<file path="src/rtl/fuzzy_rule_sequencer.sv">
// Sequences one interval type-2 fuzzy inference: clears the rule memory, walks the rules
// with a req/ack handshake, aggregates firing strengths per consequent set, then runs the defuzzifier.
module fuzzy_rule_sequencer #(
   parameter int N_RULES     = 9,
   parameter int ACK_TIMEOUT = 64
) (
   input  logic       clk_0,
   input  logic       Srst,
   input  logic       start,
   input  logic [7:0] Entrada_01,
   input  logic [7:0] Entrada_02,
   output logic [7:0] ent_01_q,
   output logic [7:0] ent_02_q,
   output logic       reset_mem,
   output logic [3:0] rule_idx,
   output logic       rule_req,
   input  logic       rule_ack,
   input  logic [7:0] rule_up,
   input  logic [7:0] rule_low,
   input  logic [1:0] rule_cons,
   output logic [7:0] fou_up_0,
   output logic [7:0] fou_up_1,
   output logic [7:0] fou_up_2,
   output logic [7:0] fou_low_0,
   output logic [7:0] fou_low_1,
   output logic [7:0] fou_low_2,
   output logic       defuzz_start,
   input  logic       defuzz_done,
   input  logic [7:0] defuzz_in,
   output logic [7:0] saida,
   output logic       saida_valid,
   output logic       busy,
   output logic       error
);

   // state  | meaning
   // IDLE   | waiting for start, result and error held
   // CLEAR  | reset_mem pulse, aggregates and rule index zeroed
   // ISSUE  | rule_req pulse for rule_idx
   // WAIT   | waiting for rule_ack, timeout counting
   // DEFUZZ | defuzz_start pulse
   // DWAIT  | waiting for defuzz_done, timeout counting
   // ERR    | timeout seen, one cycle then IDLE
   typedef enum logic [2:0] {
      S_IDLE, S_CLEAR, S_ISSUE, S_WAIT, S_DEFUZZ, S_DWAIT, S_ERR
   } state_t;

   localparam int TW = $clog2(ACK_TIMEOUT + 1);
   localparam logic [3:0]    LAST_IDX = 4'(N_RULES - 1);
   localparam logic [TW-1:0] TMO_LAST = TW'(ACK_TIMEOUT - 1);

   state_t              state_q, state_d;
   logic [3:0]          idx_q, idx_d;
   logic [TW-1:0]       tmo_q, tmo_d;
   logic [7:0]          ent1_q, ent1_d, ent2_q, ent2_d;
   logic [2:0][7:0]     up_q, up_d, low_q, low_d;
   logic [7:0]          saida_q, saida_d;
   logic                sv_q, sv_d;
   logic                err_q, err_d;
   logic [7:0]          low_eff;

   always_comb begin
      state_d = state_q;
      idx_d   = idx_q;
      tmo_d   = tmo_q;
      ent1_d  = ent1_q;
      ent2_d  = ent2_q;
      up_d    = up_q;
      low_d   = low_q;
      saida_d = saida_q;
      sv_d    = 1'b0;
      err_d   = err_q;
      // the lower strength can never exceed the upper one of the same rule
      low_eff = (rule_low < rule_up) ? rule_low : rule_up;

      unique case (state_q)
         S_IDLE: begin
            if (start) begin
               ent1_d  = Entrada_01;
               ent2_d  = Entrada_02;
               err_d   = 1'b0;
               state_d = S_CLEAR;
            end
         end
         S_CLEAR: begin
            up_d    = '0;
            low_d   = '0;
            idx_d   = '0;
            state_d = S_ISSUE;
         end
         S_ISSUE: begin
            tmo_d   = '0;
            state_d = S_WAIT;
         end
         S_WAIT: begin
            if (rule_ack) begin
               for (int c = 0; c < 3; c++) begin
                  if (rule_cons == 2'(c)) begin
                     if (rule_up > up_q[c]) up_d[c] = rule_up;
                     if (low_eff > low_q[c]) low_d[c] = low_eff;
                  end
               end
               if (idx_q == LAST_IDX) begin
                  state_d = S_DEFUZZ;
               end else begin
                  idx_d   = idx_q + 4'd1;
                  state_d = S_ISSUE;
               end
            end else if (tmo_q == TMO_LAST) begin
               err_d   = 1'b1;
               state_d = S_ERR;
            end else begin
               tmo_d = tmo_q + 1'b1;
            end
         end
         S_DEFUZZ: begin
            tmo_d   = '0;
            state_d = S_DWAIT;
         end
         S_DWAIT: begin
            if (defuzz_done) begin
               saida_d = defuzz_in;
               sv_d    = 1'b1;
               state_d = S_IDLE;
            end else if (tmo_q == TMO_LAST) begin
               err_d   = 1'b1;
               state_d = S_ERR;
            end else begin
               tmo_d = tmo_q + 1'b1;
            end
         end
         S_ERR: begin
            state_d = S_IDLE;
         end
         default: begin
            state_d = S_IDLE;
         end
      endcase
   end

   always_ff @(posedge clk_0) begin
      if (Srst) begin
         state_q <= S_IDLE;
         idx_q   <= '0;
         tmo_q   <= '0;
         ent1_q  <= '0;
         ent2_q  <= '0;
         up_q    <= '0;
         low_q   <= '0;
         saida_q <= '0;
         sv_q    <= 1'b0;
         err_q   <= 1'b0;
      end else begin
         state_q <= state_d;
         idx_q   <= idx_d;
         tmo_q   <= tmo_d;
         ent1_q  <= ent1_d;
         ent2_q  <= ent2_d;
         up_q    <= up_d;
         low_q   <= low_d;
         saida_q <= saida_d;
         sv_q    <= sv_d;
         err_q   <= err_d;
      end
   end

   assign reset_mem    = (state_q == S_CLEAR);
   assign rule_req     = (state_q == S_ISSUE);
   assign defuzz_start = (state_q == S_DEFUZZ);
   assign busy         = (state_q != S_IDLE);
   assign saida_valid  = sv_q;
   assign saida        = saida_q;
   assign error        = err_q;
   assign rule_idx     = idx_q;
   assign ent_01_q     = ent1_q;
   assign ent_02_q     = ent2_q;
   assign fou_up_0     = up_q[0];
   assign fou_up_1     = up_q[1];
   assign fou_up_2     = up_q[2];
   assign fou_low_0    = low_q[0];
   assign fou_low_1    = low_q[1];
   assign fou_low_2    = low_q[2];

endmodule

</file>
<file path="config.mk">
export PLATFORM = sky130hd
export DESIGN_NAME = fuzzy_rule_sequencer
export DESIGN_NICKNAME = d
export VERILOG_FILES = /design/src/rtl/fuzzy_rule_sequencer.sv
export SDC_FILE = /design/constraint.sdc
export NUM_CORES = 1
export LEC_CHECK = 0
export ABC_CLOCK_PERIOD_IN_PS = 5050
export CORE_MARGIN = 2
export CORE_UTILIZATION = 35
export CTS_CLUSTER_DIAMETER = 100
export DETAILED_ROUTE_END_ITERATION = 8
export DONT_BUFFER_PORTS = 1
export SLEW_MARGIN = 20
export SYNTH_ARGS = -nofsm -noshare
export SYNTH_HDL_FRONTEND = slang
export SYNTH_SLANG_ARGS = --single-unit
export TNS_END_PERCENT = 1
</file>
<file path="constraint.sdc">
create_clock -name clk_0 -period 5.05 [get_ports clk_0]
set_clock_uncertainty 0.15 [all_clocks]
set_input_delay 1.515 -clock clk_0 [delete_from_list [all_inputs] [get_ports clk_0]]
set_output_delay 1.515 -clock clk_0 [all_outputs]
set_load 0.005 [all_outputs]
</file>
# After elaboration in Yosys (flattened, before gate mapping)
# Cells that the tools add are included.
[totals]
register_bits = 88
in_bits = 47
out_inout_bits = 82
word_cells = 102
[op_classes]
n_addsub = 2
order_cmp = 7
eq_ne = 23
muxes = 36
n_bitwise = 1
n_reduce_logical = 19
[ops]
columns = ["op", "count"]
rows = [
  ["two-way mux 8 bit", 13],
  ["one-hot mux 24 bit (2 select lines)", 2],
  ["greater-than comparator 8 bit", 6],
  ["two-way mux 24 bit", 2],
  ["inequality test 2 bit (second input constant)", 14],
  ["AND reduction 4 bit", 7],
  ["two-way mux 7 bit", 3],
  ["one-hot mux 7 bit (3 select lines)", 1],
  ["one-hot mux 3 bit (6 select lines)", 1],
  ["two-way mux 3 bit", 5],
  ["nonzero test 3 bit", 3],
  ["less-than comparator 8 bit", 1],
  ["two-way mux 4 bit", 2],
  ["one-hot mux 4 bit (2 select lines)", 1],
  ["adder 7 x 1 -> 7 bit (second input constant)", 1],
  ["== test 7 x 6 -> 1 bit (second input constant)", 1],
  ["== test 3 x 2 -> 1 bit (second input constant)", 2],
  ["== test 3 bit (second input constant)", 2],
  ["AND reduction 3 bit", 2],
  ["two-way mux 1 bit", 5],
  ["adder 4 x 1 -> 4 bit (second input constant)", 1],
  ["== test 4 bit (second input constant)", 1],
  ["AND reduction 2 bit", 2],
  ["OR reduction 2 bit", 2],
  ["other kinds (8)", 8],
]

# Logic depth before layout (Yosys ltp)
[depth]
ltp_word = 7
depth_mapped = 13
mapped_depth_nobuf = 13

# Least setup slack after synthesis
# No wires, ideal clock.
[synth_path]
kind = "input -> register"
startpoint = "input port rule_up[1]"
endpoint = "register low_q, in the netlist fou_low_1[0]"
setup_time_ns = 0.082
arrival_ns = 4.460
t_required_ns = 4.818
setup_slack_ns = 0.358
stages = 12
n_path_buf = 0
path_cell_list = "inv_1 > ha_1 > a2111o_1 > a211oi_4 > mux2i_1 > inv_1 > ha_1 > nor2b_1 > o211ai_1 > a21o_1 > a2111o_1 > o221ai_1"
[synth_between]
elab_chain_len = 6
elab_cells_between_ends = 9
classes_between = "2 x order compare; 1 x eq/ne; 5 x mux; 1 x reduce/logical"
[synth_rtl]
columns = ["element", "line_no", "rtl"]
rows = [
  ["start, declared", "18", "input logic [7:0] rule_up,"],
  ["less-than comparator 8 bit", "74", "low_eff = (rule_low < rule_up) ? rule_low : rule_up;"],
  ["two-way mux 8 bit (*)", "74", ""],
  ["parallel branches: the longest is 4 deep, another holds greater-than comparator 8 bit", "-", ""],
  ["end signal, assigned", "160", "low_q <= low_d;"],
  ["end, declared", "56", "logic [2:0][7:0] up_q, up_d, low_q, low_d;"],
]
# Every way passes the cells marked *. The select of a mux whose other input is x is not followed.
# A chain may end at the register's enable or synchronous reset.

# Worst setup path after layout
# Same ends and word-level chain as after synthesis.

==> results by group <==
Critical path
  – Crit end category: flip-flop
  – Crit path required time: 5160 ps
  – Worst setup SP type: primary input
  – CP top delay family: compound AO/OA/AOI/OAI gates
  – Critical-path cell list: inv_1, ha_1, a2111o_1, a211oi_4, buf_4, mux2i_1, inv_1, ha_1, nand4_1, a21o_1, a2111o_1, o221ai_1
  – CP arrival: 4750 ps
  – Slowest cell on the critical path: a2111o_1
  – Crit path buf inv count: 3
  – Crit Path Max Fanout: 8
  – Slowest cell delay on critical path: 560 ps
  – Crit path kind: in2reg

Synthesis
  – Yosys warning count: 0
  – Most frequent cell after synthesis: dfxtp_1
  – Share of the synthesized area in the top cell type: 0.357
  – Top FF cell, synth: dfxtp_1
  – Commonest cells post-synth: 88 x dfxtp_1, 70 x nand2_1, 67 x inv_1, 59 x a21oi_1, 58 x ha_1
  – Post-synthesis sequential area ratio: 0.357
  – Cell count after synthesis: 571
  – Synth unique cells: 48
  – Syn_nets: 676
  – Cell Area, Synth: 0.00494 mm^2
  – Mapped Avg Cell Area: 8.65 um^2
  – Fraction of registers with async set/reset: 0
  – Top area cells in the synthesized netlist: dfxtp_1 36%, ha_1 15%, a21oi_1 6.0%
  – Number of synthesized register bits: 88
  – Number of synthesized flops with an enable pin: 0
  – Yosys top cell by area: dfxtp_1

Power
  – Design Power: 1.68 mW
  – Lkg Pwr: 2.01 nW
  – Worst vdd ir: 148 uV
  – PwrDens: 306 mW/mm^2

Floorplan
  – Core box area: 0.0138 mm^2
  – Die Area: 0.0151 mm^2
  – IO Pins: 129
  – DIE WIDTH: 123 um
  – # rows: 43
  – Die H: 123 um
  – Initial Util: 0.357

Clocking
  – TritonCTS clock tree: built
  – CTS Buf Count: 9
  – Clock transition at path regs: 60 ps
  – CTS Sinks: 88
  – H-tree depth: 3
  – Root buf cell: clkbuf_16
  – Post-cts repair resize count: 0
  – Post-CTS setup buffers: 0
  – Longest Clk Path Bufs: 2
  – Post-CTS Hold Fix Bufs: 0
  – Later-pin clock latency in the skew report: 350 ps

Layout
  – Fin nets: 680
  – Fraction of layout cells with a size suffix above 1: 0.0500
  – Filler cells: 1385
  – Diode count: 0
  – Synth-to-Final Area Change: 11.2%
  – Fin cells: 760
  – Post-route cell area: 0.00549 mm^2

Global route
  – Largest net degree at the start of global routing: 46
  – Vias in the first global route: 4268
  – Initial antenna violation count: 0
  – First-pass GRT wire length: 21100 um
  – Total track usage: 0.180
  – Grt ovf: 0

Timing
  – Hold Vio Cnt, Final: 0
  – FMAX: 215 MHz
  – Worst Tran Pin Value: 1050 ps
  – Fin crit period: 4640 ps
  – RSZ-0062 raised after global routing: false
  – Final setup viols: 0
  – Sum of negative setup slack: 0 ps
  – Max transition margin: 0.297
  – Tcrit/Tclk final: 0.919
  – Pins Over Slew Limit: 0

Place
  – Placed cell area: 0.00517 mm^2
  – DP HPWL: 10300 um
  – Port Buffers: 0
  – GPL Wtd Cong: 0.829
  – Placed Cells: 744

Min path
  – Hold WC Path Type: reg2reg

Detailed routing
  – DRT antenna net count: 0
  – Vias per cell: 5.55
  – Routed WL per cell: 17.5 um
  – Iteration-0 DRC Markers: 193
  – Final Routed Wirelength: 13300 um
  – Drt first pass iters: 5
  – Met3 routed WL: 1190 um
  – Met1 Wirelength: 5680 um
  – # DRC: 0
  – Vias: 4219
  – Top Layer Used: met4
  – DR WL met2: 6160 um

Outcome
  – Outcome: complete, no violations

Run
  – # Max-Cap Violations: 0
==> layer usage <==
layer  vias to the layer above  GRT usage
met5                         -          0
met3                        21     0.0609
met4                         0     0.0769
met2                       147      0.300
li1                       2075          -
met1                      1976      0.209
==> per-stage QoR <==
stage,hold slack (ps),util,worst slack [ps]
6_report,292,0.397,408
3_3_place_gp,273,0.374,227
2_1_floorplan,260,-,358
3_5_place_dp,278,0.374,72.4
5_1_grt,333,0.397,250
4_1_cts,290,0.397,427
==> tightest hold or removal path, delay by kind of cell (launching register included) <==
kind / cells / cell delay, ps
flip-flops: 1 / 310
AO/OA/AOI/OAI: 1 / 40
buffers and inverters: 1 / 50
==> path summary, 6_finish.rpt <==
path	from	to	slack, ps	depth (start not counted)
max	rule_up[1]	fou_low_1[0]$_SDFFE_PP0P_	410	12
min	tmo_q[6]$_SDFFE_PP0P_	tmo_q[6]$_SDFFE_PP0P_	290	2
max reg2reg	state_q[0]$_SDFFE_PP0N_	fou_up_2[0]$_SDFFE_PP0P_	2340	4
min reg2reg	tmo_q[6]$_SDFFE_PP0P_	tmo_q[6]$_SDFFE_PP0P_	290	2
==> area by class of cell <==
type	instances	area [um^2]	share of cell area
well taps	180	225	0.0410
repair buffers	11	82.6	0.0150
flip-flops and latches	88	1760	0.321
inverters	67	251	0.0458
clock buffers	13	250	0.0456
clock inverters	3	65.1	0.0119
multi-input cells	398	2850	0.520
==> flip-flops by register name, summed over array words and instances, names as in the netlist <==
name         flops
error            1
fou_low_0        8
fou_up_2         8
ent_02_q         8
state_q          3
rule_idx         4
tmo_q            7
ent_01_q         8
fou_up_0         8
fou_low_2        8
fou_up_1         8
fou_low_1        8
saida_valid      1
saida            8
==> placed cells by master (no fill, tap or decap), drive strengths merged, types with 7 or more instances in the layout <==
cell type  synthesis  layout
ha                58      58
inv               67      67
nand3              7       7
nand2             70      70
buf                3      11
mux2i              8       8
nand2b             8       8
nand3b             7       7
a21o              10      10
a21oi             59      59
nand4             21      21
o2bb2ai           21      21
nor2b              8       8
dfxtp             88      88
clkbuf            15      13
nor2              22      22
a22o              24      24
nor3              11      11
==> where the power goes <==
group | switching [mW] | internal [mW] | leakage, nW
logic | 0.145 | 0.0897 | 1.15
registers | 0.0195 | 0.709 | 0.711
clock network | 0.268 | 0.447 | 0.154
==> logic make-up (layout without fill, tap and decap cells) <==
kind of cell / after synthesis / count (layout) / share of synthesized area
adders and majority gates: 58 / 58 / 0.147
AOI/OAI and AO/OA: 163 / 163 / 0.243
and+or+nand+nor: 164 / 164 / 0.163
DFF: 88 / 88 / 0.357
muxes: 8 / 8 / 0.0162
xor gates and xnor gates: 5 / 5 / 0.00887
buffers and inverters: 85 / 94 / 0.0654
Note: power is estimated with default switching activity, not from simulation.
==> variant 1 (same flow settings) <==
Set the parameter `N_RULES` to 6 (it was 9).
--- a/src/rtl/fuzzy_rule_sequencer.sv
+++ b/src/rtl/fuzzy_rule_sequencer.sv
@@ -2,5 +2,5 @@
 // with a req/ack handshake, aggregates firing strengths per consequent set, then runs the defuzzifier.
 module fuzzy_rule_sequencer #(
-   parameter int N_RULES     = 9,
+   parameter int N_RULES     = 6,
    parameter int ACK_TIMEOUT = 64
 ) (
Check against the original RTL: same outputs for any inputs over 4 cycles, from zero or initial values and one cycle with Srst high; that may be too few to reach the edited logic, so the function may still have changed.
==> variant 1 against the original RTL <==
- wire length is 4.4% lower
- worst hold slack better by 0.0047 ns
- area after synthesis is 4.5% lower
- sequential cell count stayed put
- total power is 1.4% higher
- non-clock buffer count is 2 lower
- setup slack better by 0.15 ns
- combinational power is 9.4% lower
- design area is 3.9% lower
- cell count is 2.8% lower
- critical path type unchanged
- largest cell class unchanged
- largest power group is now the clock network
==> variant 1: results (changes against the original RTL) <==
Max IR drop VDD: 0.000206 V (was 0.000148 V)
DPL Wire Length: 9.84 mm (was 10.3 mm)
Worst-path clk slew: 0.07 ns
Worst-skew pair later-pin latency: 0.35 ns (about the same)
Hold_sp: tmo_q[6]$_SDFFE_PP0P_ (unchanged)
Final wirelength: 12.7 mm (was 13.3 mm)
Top fanout value on the critical path: 8 (unchanged)
Worst path max stage delay: 0.64 ns (was 0.56 ns)
First-pass DRT Iterations: 4 (was 5)
Status: completed (unchanged)
Reg2reg path depth: 4 (unchanged)
Vias in the first global route: 4,039 (was 4,268)
Leak: 1.93 nW (was 2.01 nW)
Layout cell share with drive strength beyond 1: 6.57% (was 5.00%)
Register area share after synthesis: 37.4% (was 35.7%)
Syn. warnings: 0 (unchanged)
Synth unique cells: 42 (was 48)
Synth top cells by count: dfxtp_1, inv_1, nand2_1 (was dfxtp_1, nand2_1, inv_1)
Postcts setup bufs: 0 (unchanged)
Largest cells by area after synthesis: dfxtp_1, ha_1, a21oi_1 (unchanged)
Initial drt markers: 158 (was 193)
Syn Nets: 660 (was 676)
First-pass GRT wire length: 20.4 mm (was 21.1 mm)
Total CTS buffers: 9 (unchanged)
Async set-reset flop share out of synthesis: 0% (unchanged)
Rel. slew slack: 50.7% (was 29.7%)
Worst Setup SP: rule_up[1] (unchanged)
Internal reg-to-reg setup slack: 2.48 ns (was 2.34 ns)
Nets: 664 (was 680)
Largest net degree at the start of global routing: 55 (was 46)
Critical path endpoint: fou_low_2[0]$_SDFFE_PP0P_ (was fou_low_1[0]$_SDFFE_PP0P_)
Worst hold-check path type: reg -> reg (unchanged)
Total Routing Usage GR: 18.0% (about the same)
Number of port buffers: 0 (unchanged)
RePlAce Congestion: 0.860 (was 0.829)
Longest Clk Path Bufs: 2 (unchanged)
# diodes: 0 (unchanged)
CTS Root Cell: clkbuf_16 (unchanged)
Reg2reg start: state_q[0]$_SDFFE_PP0N_ (unchanged)
Critical path's top delay family: compound AO/OA/AOI/OAI gates (unchanged)
# fillers: 1,327 (was 1,385)
Post-cts sizing count: 0 (unchanged)
Worst EP arrival: 4.55 ns (was 4.75 ns)
H-tree depth: 3 (unchanged)
Pins over their slew limit: 0 (unchanged)
TNS Setup: 0 ns (unchanged)
Vias per cell: 5.50 (was 5.55)
Antenna violations before repair: 0 (unchanged)
Net Sw Power: 426 uW (was 432 uW)
Dpl cell area: 4940 um^2 (was 5170 um^2)
Slowest cell on the critical path: o2111ai_1 (was a2111o_1)
==> variant 1: cell count changes in the layout (fill, tap and decap cells not counted), sizes merged, moves of 8 or more <==
cell	unedited run	this run
nor3	11	1
a21o	10	1
o21ai	6	15
or2	0	8
o22ai	1	47
a22o	24	0
o2bb2ai	21	0
nand2	70	62
nand4	21	13
==> variant 1: how the worst min path moves through the flow <==
stage                            endpoint  slack, ns  cells past startpoint
finish              tmo_q[6]$_SDFFE_PP0P_       0.30                      2
global route        tmo_q[6]$_SDFFE_PP0P_       0.33                      2
CTS                 tmo_q[6]$_SDFFE_PP0P_       0.30                      2
detailed placement  tmo_q[6]$_SDFFE_PP0P_       0.28                      2
global placement    tmo_q[6]$_SDFFE_PP0P_       0.28                      2
floorplan           tmo_q[6]$_SDFFE_PP0P_       0.25                      2
==> variant 1: routing by layer <==
metal  vias up  track usage (%)  wire [um]
met1      1898             21.5       5360
li1       2001                -          -
met5         -                0          0
met3        22             7.41       1280
met4         0             6.91        284
met2       147             28.7       5810
==> variant 1: cells by family after synthesis <==
kind of cell / count (synthesis) / synth area share, %
AOI/OAI and AO/OA: 167 / 22.3
and+or+nand+nor: 147 / 15.8
DFF: 88 / 37.4
buffers and inverters: 82 / 6.55
adders and majority gates: 58 / 15.4
muxes: 8 / 1.70
xor gates and xnor gates: 5 / 0.929
==> variant 1: final cells by class <==
cell class	instances	area [um^2]	share of cell area, %
clock buffer	9	225	4.27
tap	176	220	4.17
multi-input combinational	385	2650	50.1
timing repair buffer	9	67.6	1.28
clock inverter	6	109	2.06
inverter	66	248	4.70
sequential	88	1760	33.4
==> variant 1: worst register-to-register path, cell delays in order, from the launching register on <==
cell and delay, ns:
dfxtp_1 0.59, nand2b_1 0.33, a21oi_1 0.54, o2111ai_1 0.52
o221ai_1 0.34
==> variant 1: power groups by stage <==
stage / clock (mW) / sequential [mW] / combinational (mW)
2_1_floorplan: 0 / 0.731 / 0.163
3_3_place_gp: 0 / 0.739 / 0.201
3_5_place_dp: 0 / 0.739 / 0.210
4_1_cts: 0.785 / 0.724 / 0.211
5_1_grt: 0.804 / 0.726 / 0.240
6_report: 0.764 / 0.724 / 0.212
==> variant 1: metrics by stage <==
step / hold slack (ns) / cells / setup WS (ns) / total power [mW] / util (%)
finish: 0.296 / 739 / 0.556 / 1.70 / 40.0
global route: 0.331 / 739 / 0.340 / 1.77 / 40.0
CTS: 0.299 / 739 / 0.574 / 1.72 / 40.0
detailed placement: 0.284 / 724 / 0.192 / 0.950 / 37.5
global placement: 0.275 / 724 / 0.323 / 0.940 / 37.5
floorplan: 0.253 / 555 / 0.388 / 0.895 / -
==> variant 2 (same flow settings) <==
Made on the original files. Make the reset (`Srst`) asynchronous in one clocked block.
--- a/src/rtl/fuzzy_rule_sequencer.sv
+++ b/src/rtl/fuzzy_rule_sequencer.sv
@@ -139,5 +139,5 @@
    end
 
-   always_ff @(posedge clk_0) begin
+   always_ff @(posedge clk_0 or posedge Srst) begin
       if (Srst) begin
          state_q <= S_IDLE;
Check against the original RTL: differs if Srst is asserted again (counterexample within 4 cycles, from zero or initial values and one cycle with Srst high); with Srst held inactive, the same outputs for 10 cycles.
==> variant 2 against the original RTL <==
- synthesized cell count is 11% lower
- worst hold slack better by 0.071 ns
- area after synthesis is 4.5% higher
- maximum frequency is 7.0% higher
- first-iteration DRC count is 23% lower
- count of clock-buffer cells in the layout is 4 lower
- cell count is 6.3% lower
- design area is 4.1% higher
- wire length is 0.58% lower
- setup slack better by 0.31 ns
- sequential cell count stayed put
- critical endpoint is now fou_low_0[4]$_DFFE_PP0P_
Power is not compared: it rests on default switching activity, and its combinational part moved more than twofold at a synthesized area within 25%.
==> variant 2: results (changes against the original RTL) <==
# fillers: 1,439 (was 1,385)
Syn Nets: 615 (was 676)
Fin util: 39.4% (was 39.7%)
Slowest cell on the critical path: o31ai_4 (was a2111o_1)
DPL Wire Length: 10.3 mm (about the same)
Synthesized area per cell: 10.1 um^2 (was 8.65 um^2)
Total Routing Usage GR: 17.3% (was 18.0%)
Synth Area in Adders: 14.1% (was 14.7%)
# diodes: 0 (unchanged)
Register area share after synthesis: 42.7% (was 35.7%)
Layout cell share with drive strength beyond 1: 11.6% (was 5.00%)
Synth Area in Compound Gates: 16.5% (was 24.3%)
Synth top cells by count: dfrtp_1, inv_1, ha_1 (was dfxtp_1, nand2_1, inv_1)
Critical path's top delay family: simple AND/OR/NAND/NOR gates (was compound AO/OA/AOI/OAI gates)
Vias per cell: 5.50 (was 5.55)
Largest cells by area after synthesis: dfrtp_1, ha_1, o22ai_1 (was dfxtp_1, ha_1, a21oi_1)
Async set-reset flop share out of synthesis: 100% (was 0%)
Status: completed (unchanged)
Vias in the first global route: 4,079 (was 4,268)
Xor/xnor cell area share of the yosys netlist: 0.848% (was 0.887%)
First-pass DRT Iterations: 4 (was 5)
Worst path max stage delay: 0.42 ns (was 0.56 ns)
Cells after DPL: 696 (was 744)
Dpl cell area: 5410 um^2 (was 5170 um^2)
Mux cell area share after synthesis: 5.04% (was 1.62%)
First-pass GRT wire length: 21.4 mm (was 21.1 mm)
Initial drt markers: 149 (was 193)
Synth unique cells: 54 (was 48)
Worst EP arrival: 4.40 ns (was 4.75 ns)
DR WL/cell: 18.6 um (was 17.5 um)
Largest net degree at the start of global routing: 51 (was 46)
Dpl ws: 0.320 ns (was 0.0724 ns)
H-tree depth: 3 (unchanged)
Nets: 628 (was 680)
Post-cts sizing count: 0 (unchanged)
Rel. slew slack: 54.4% (was 29.7%)
CTS Root Cell: clkbuf_16 (unchanged)
RePlAce Congestion: 0.862 (was 0.829)
WL met2: 6.22 mm (was 6.16 mm)
-- variant 2: power by group through the flow --
stage                     Combinational (mW)  Clock [mW]  Sequential, mW
after floorplan                        0.832           0            1.06
after global placement                 0.955           0            1.15
after detailed placement                1.00           0            1.15
after CTS                               1.01       0.714            1.14
after global routing                    1.14       0.739            1.17
final                                  0.999       0.695            1.14
-- variant 2: final timing paths --
| kind | from | slack [ns] | cells past startpoint | to |
|---|---|---|---|---|
| max | rule_up[7] | 0.71 | 13 | fou_low_0[4]$_DFFE_PP0P_ |
| min | saida[0]$_DFFE_PP0P_ | 0.36 | 2 | saida[0]$_DFFE_PP0P_ |
| max reg2reg | state_q[0]$_DFFE_PP0N_ | 2.52 | 5 | fou_low_0[3]$_DFFE_PP0P_ |
| min reg2reg | saida[0]$_DFFE_PP0P_ | 0.36 | 2 | saida[0]$_DFFE_PP0P_ |
| max in group asynchronous | Srst | 2.68 | 2 | fou_low_1[3]$_DFFE_PP0P_ |
| min in group asynchronous | Srst | 0.96 | 1 | ent_02_q[7]$_DFFE_PP0P_ |
-- variant 2: layout make-up --
type | instances | area share [%]
Tap cell | 184 | 4.03
Clock inverter | 7 | 1.36
Inverter | 69 | 4.56
Sequential cell | 88 | 38.6
Timing Repair Buffer | 10 | 1.31
Clock buffer | 9 | 3.94
Multi-Input combinational cell | 345 | 46.2
-- variant 2: routing by layer --
layer  vias to the layer above  global-route usage [%]
met5                         -                       0
li1                       1860                       -
met1                      1933                    20.7
met4                         0                    7.52
met2                       103                    28.0
met3                        22                    6.12
-- variant 2: tightest hold or removal path: cells and delay by family, from the launching register on --
kind	cells	cell delay, ns
DFF	1	0.37
and+or+nand+nor	2	0.12
-- variant 2: logic make-up after synthesis --
| family | Yosys count |
|---|---|
| AND/OR/NAND/NOR | 136 |
| AO/OA/AOI/OAI | 122 |
| multiplexers | 24 |
| adder cells (fa/ha/maj) | 58 |
| XOR/XNOR | 5 |
| buffers and inverters | 77 |
| flip-flops | 88 |
